==> src/rtl/cpu_pkg.sv <==
// Shared definitions for the five-stage MIPS core pipeline registers.
package cpu_pkg;

   localparam int unsigned EXC_NONE     = 0;
   localparam logic [31:0] NOP_IR_DEF   = 32'h0000_0000;
   localparam logic [31:0] RESET_PC_DEF = 32'h0000_3000;
   localparam int unsigned PC_STEP8     = 8;

   // What a stage register does on the coming edge
   typedef enum logic [1:0] {
      ActLoad,
      ActStall,
      ActFlush
   } stage_act_e;

   // Flush beats stall, stall beats load
   function automatic stage_act_e stage_act(input logic flush, input logic stall);
      if (flush) begin
         return ActFlush;
      end
      if (stall) begin
         return ActStall;
      end
      return ActLoad;
   endfunction

endpackage

==> src/rtl/sat_counter.sv <==
// Saturating up-counter with synchronous clear; clear wins over increment.
module sat_counter #(
   parameter int unsigned W = 16
) (
   input  logic         clk,
   input  logic         reset,
   input  logic         inc,
   input  logic         clr,
   output logic [W-1:0] count
);

   logic [W-1:0] count_q, count_d;

   // Next count: clear, else increment until all-ones
   always_comb begin
      count_d = count_q;
      if (clr) begin
         count_d = '0;
      end else if (inc && (count_q != '1)) begin
         count_d = count_q + W'(1);
      end
   end

   // Count register, asynchronous reset to zero
   always_ff @(posedge clk or posedge reset) begin
      if (reset) begin
         count_q <= '0;
      end else begin
         count_q <= count_d;
      end
   end

   assign count = count_q;

endmodule

==> src/rtl/pipe_stage_reg.sv <==
// Inter-stage pipeline register: instruction, PC, PC+8, exception code and
// delay-slot flag, with stall/flush control and stall/bubble counters.
module pipe_stage_reg
   import cpu_pkg::*;
#(
   parameter int unsigned     IR_W             = 32,
   parameter int unsigned     PC_W             = 32,
   parameter int unsigned     EXC_W            = 5,
   parameter logic [PC_W-1:0] RESET_PC         = PC_W'(RESET_PC_DEF),
   parameter logic [IR_W-1:0] NOP_IR           = IR_W'(NOP_IR_DEF),
   parameter bit              KEEP_PC_ON_FLUSH = 1'b1,
   parameter int unsigned     CNT_W            = 16
) (
   input  logic             clk,
   input  logic             reset,
   input  logic             stall,
   input  logic             flush,
   input  logic             in_valid,
   input  logic [IR_W-1:0]  in_ir,
   input  logic [PC_W-1:0]  in_pc,
   input  logic [EXC_W-1:0] in_exc,
   input  logic             in_bd,
   output logic             out_valid,
   output logic [IR_W-1:0]  out_ir,
   output logic [PC_W-1:0]  out_pc,
   output logic [PC_W-1:0]  out_pc8,
   output logic [EXC_W-1:0] out_exc,
   output logic             out_bd,
   output logic [CNT_W-1:0] stall_run,
   output logic [CNT_W-1:0] bubble_cnt
);

   stage_act_e act;

   logic             valid_q, valid_d;
   logic [IR_W-1:0]  ir_q, ir_d;
   logic [PC_W-1:0]  pc_q, pc_d;
   logic [PC_W-1:0]  pc8_q, pc8_d;
   logic [EXC_W-1:0] exc_q, exc_d;
   logic             bd_q, bd_d;

   assign act = stage_act(flush, stall);

   // Payload next state; PC+8 always tracks the PC being registered
   always_comb begin
      valid_d = valid_q;
      ir_d    = ir_q;
      pc_d    = pc_q;
      exc_d   = exc_q;
      bd_d    = bd_q;
      unique case (act)
         ActFlush: begin
            valid_d = 1'b0;
            ir_d    = NOP_IR;
            exc_d   = EXC_W'(EXC_NONE);
            if (KEEP_PC_ON_FLUSH) begin
               // Bubble keeps the PC/BD of the squashed slot as an EPC source
               pc_d = in_pc;
               bd_d = in_bd;
            end else begin
               pc_d = RESET_PC;
               bd_d = 1'b0;
            end
         end
         ActStall: begin
         end
         ActLoad: begin
            valid_d = in_valid;
            ir_d    = in_valid ? in_ir : NOP_IR;
            exc_d   = in_valid ? in_exc : EXC_W'(EXC_NONE);
            pc_d    = in_pc;
            bd_d    = in_bd;
         end
         default: begin
         end
      endcase
      pc8_d = pc_d + PC_W'(PC_STEP8);
   end

   // Payload registers, asynchronous reset to an invalid NOP at RESET_PC
   always_ff @(posedge clk or posedge reset) begin
      if (reset) begin
         valid_q <= 1'b0;
         ir_q    <= NOP_IR;
         pc_q    <= RESET_PC;
         pc8_q   <= RESET_PC + PC_W'(PC_STEP8);
         exc_q   <= EXC_W'(EXC_NONE);
         bd_q    <= 1'b0;
      end else begin
         valid_q <= valid_d;
         ir_q    <= ir_d;
         pc_q    <= pc_d;
         pc8_q   <= pc8_d;
         exc_q   <= exc_d;
         bd_q    <= bd_d;
      end
   end

   sat_counter #(
      .W (CNT_W)
   ) u_stall_run (
      .clk   (clk),
      .reset (reset),
      .inc   (act == ActStall),
      .clr   (act != ActStall),
      .count (stall_run)
   );

   sat_counter #(
      .W (CNT_W)
   ) u_bubble_cnt (
      .clk   (clk),
      .reset (reset),
      .inc   (act == ActFlush),
      .clr   (1'b0),
      .count (bubble_cnt)
   );

   assign out_valid = valid_q;
   assign out_ir    = ir_q;
   assign out_pc    = pc_q;
   assign out_pc8   = pc8_q;
   assign out_exc   = exc_q;
   assign out_bd    = bd_q;

endmodule

==> config.mk <==
export PLATFORM = sky130hd
export DESIGN_NAME = pipe_stage_reg
export DESIGN_NICKNAME = d
export VERILOG_FILES = /design/src/rtl/cpu_pkg.sv /design/src/rtl/sat_counter.sv /design/src/rtl/pipe_stage_reg.sv
export SDC_FILE = /design/constraint.sdc
export NUM_CORES = 1
export LEC_CHECK = 0
export ABC_AREA = 1
export BUFFER_PORTS_ARGS = -buffer_cell sky130_fd_sc_hd__buf_2
export CELL_PAD_IN_SITES_DETAIL_PLACEMENT = 1
export CELL_PAD_IN_SITES_GLOBAL_PLACEMENT = 1
export CORE_ASPECT_RATIO = 0.75
export CORE_MARGIN = 4
export CORE_UTILIZATION = 37
export DETAILED_ROUTE_END_ITERATION = 16
export PLACE_DENSITY_LB_ADDON = 0.1
export SYNTH_ARGS = -nofsm -noshare
export SYNTH_HDL_FRONTEND = slang
export SYNTH_HIERARCHICAL = 1
export SYNTH_SLANG_ARGS = --single-unit
==> constraint.sdc <==
create_clock -name clk -period 3.3 [get_ports clk]
set_input_delay 0.33 -clock clk [delete_from_list [all_inputs] [get_ports clk]]
set_output_delay 0.33 -clock clk [all_outputs]
set_load 0.005 [all_outputs]
==> flow_metrics.tcl <==
set metrics [dict create \
    status "finished, final reports clean" \
    p_int_mw 2.945 \
    ys_seq_elements 132 \
    die_h_um 127.9 \
    antenna_found_initial 0 \
    hold_viol_final 0 \
    mostFrequentLayoutCells "340 x nand2_1, 209 x buf_2, 127 x dfrtp_1" \
    ys_seq_area_share_pct 46.65 \
    max-vdd-ir-drop_uv 318.7 \
    async_flop_share_pct 100.0 \
    dieArea_um2 21480 \
    avgSynthCellArea_um2 7.460 \
    startpoint_type "input pin" \
    finalSetupViolations 0 \
    hold_ws_ps 30.26 \
    regToRegSetupSlack_ps 1300 \
    powerDensity_nw_per_um2 464.8 \
    yosysWarnings 6 \
    synth_top_area_cell "dfrtp_1" \
    vias 6822 \
    drc 0 \
    drv_cap 0 \
    p_sw_mw 1.189 \
    antenna_cells 0 \
    rsz0062_at_grt "false" \
    end_kind "flop" \
    finalCritPeriodShare_pct 69.70 \
    combinationalPowerShare_pct 12.6 \
    hold_path.class "in2async" \
    final_util_pct 47.64 \
    synth_top_area_share_pct 44.80 \
    skew_ps 9.231 \
    cts_tree "yes" \
    slew_viol_final 0 \
    start_util_pct 38.00 \
    cts_max_level 4 \
    drt_pass1_iterations 5 \
    critPathArrivalTime_ps 2600 \
    required_ps 3600 \
    leakagePower_nw 4.995 \
    sequentialPowerShare_pct 42.6 \
    p_total_mw 4.134 \
    tns_ps 0 \
    detail_route.wl_per_cell_um 16.82 \
    cts_buffer_depth 2 \
    cts_setup_buffers 0 \
    fin_crit_ps 2300 \
    cts.sinks 132 \
    ys_top_cells_by_area "dfrtp_1 45%, nand2_1 18%, inv_1 6.7%" \
    syn_inst 951 \
    pre_cts_slack_ps 548.6 \
    power_frac_clock_pct 44.8 \
    portBuffers 209 \
    crit_fanout 55 \
    netSwitchingFraction_pct 28.77 \
    grt_pass1_vias 6948 \
    antenna_left 0 \
    worst-setup-path-type "in2reg" \
    hpwl_um 17930 \
    relSlewSlack_pct 52.77 \
    synth_edf_count 0 \
    routed_via_density 4.818 \
    grt_pass1_wl_um 38360 \
    routed_wl_um 23820 \
    nets 1234 \
    first_iter_violations 425 \
    pin_count 210 \
    areaGrowthSynthToFinish_pct 25.38 \
    grt_usage_pct 22.47 \
    grt_max_degree 56 \
    synth_cell_types 35 \
    cts_resized 0 \
    clockRootBuffer "clkbuf_16" \
    fmax_ghz 0.4348 \
    clk_pin_slew_ps 70 \
    dieWidth_um 167.9 \
    rows 43 \
    netlist_area_um2 7094 \
    synth_ff_type "dfrtp_1" \
    holdBufCountCts 0 \
    drive_gt1_share_pct 26.35 \
    final_common_cell "nand2_1" \
    insertion_delay_ps 420 \
    setup_ws_ps 1000 \
    core_um2 18670 \
    overflow 0 \
    cts_inserted_buffers 17 \
    gp_congestion 0.8395 \
    worst_pin_slew_ps 707.6 \
]
==> state kept, by name (all words and copies together) (netlist names) <==
signal,count
out_bd,1
out_exc,5
out_ir,32
out_pc,29
out_pc8,32
out_valid,1
u_bubble_cnt/count,16
u_stall_run/count,16
==> power by group through the flow <==
stage	logic (mW)	registers, mW	clock network [mW]
after floorplan	0.273	1.79	0
after global placement	0.519	1.79	0
after detailed placement	0.525	1.79	0
after CTS	0.530	1.76	1.90
after global routing	0.588	1.77	1.98
final	0.522	1.76	1.85
==> kinds of logic (layout without fill, tap and decap cells) <==
logic type                 count (synthesis)  in the layout  synth area share, %
and+or+nand+nor                          584            584                36.68
buffers and inverters                    163            378                9.912
DFF                                      132            132                46.65
AOI/OAI and AO/OA                         45             45                3.333
xor gates and xnor gates                  23             23                2.839
adders and majority gates                  3              3               0.5292
other                                      1              4              0.05286
==> metal layers <==
layer / vias to the layer above / part of all wire [%] / track usage [%]
li1: 3336 / - / -
met1: 3287 / 52 / 34.31
met2: 178 / 41 / 32.60
met3: 21 / 5.9 / 4.871
met4: 0 / 1.2 / 5.057
met5: - / 0 / 0
==> critical path, cell delays in order <==
cell	delay (ps)
buf_2	150
inv_4	330
nand2_8	340
o21ai_4	360
ha_1	350
nand3_2	210
nor2_2	260
nand2_1	100
xor2_1	140
==> metrics by stage <==
step / instance area [µm²] / cells
floorplan: 7106 / 954
global placement: 8325 / 1384
detailed placement: 8325 / 1384
CTS: 8895 / 1416
global route: 8895 / 1416
finish: 8895 / 1416
==> cell type report <==
class	count	area, µm²
Sequential cell	132	3309
Timing Repair Buffer	214	1109
Fill cell	2422	9774
Inverter	132	500.5
Clock buffer	18	429.2
Tap cell	247	309.0
Clock inverter	14	140.1
Multi-Input combinational cell	659	3098
==> worst paths after layout <==
path	from	endpoint	cells after the start
min in group clk	in_pc[0]	out_pc8[0]$_DFFE_PP0N_	3
min	reset	out_pc8[2]$_DFFE_PP0N_	2
max reg2reg	u_stall_run/count[0]$_DFFE_PP0P_	u_stall_run/count[10]$_DFFE_PP0P_	9
max	flush	out_pc8[19]$_DFF_PP0_	9
max in group asynchronous	reset	out_pc[19]$_DFF_PP0_	3
min reg2reg	out_ir[23]$_DFFE_PP0N_	out_ir[23]$_DFFE_PP0N_	2
==> synth_stat cells (3+ instances only) <==
cell type	n
ha_1	3
buf_2	11
clkbuf_1	5
nand3b_1	4
nand4_1	30
inv_1	126
nor2_2	16
nor2_1	83
xnor2_1	4
inv_2	3
nor2_4	6
dfstp_2	5
buf_4	7
dfrtp_1	127
nand2_1	340
o21ai_0	40
xor2_1	19
nand2_2	22
buf_6	5
nand3_1	73
(Power assumes the default switching activity.)
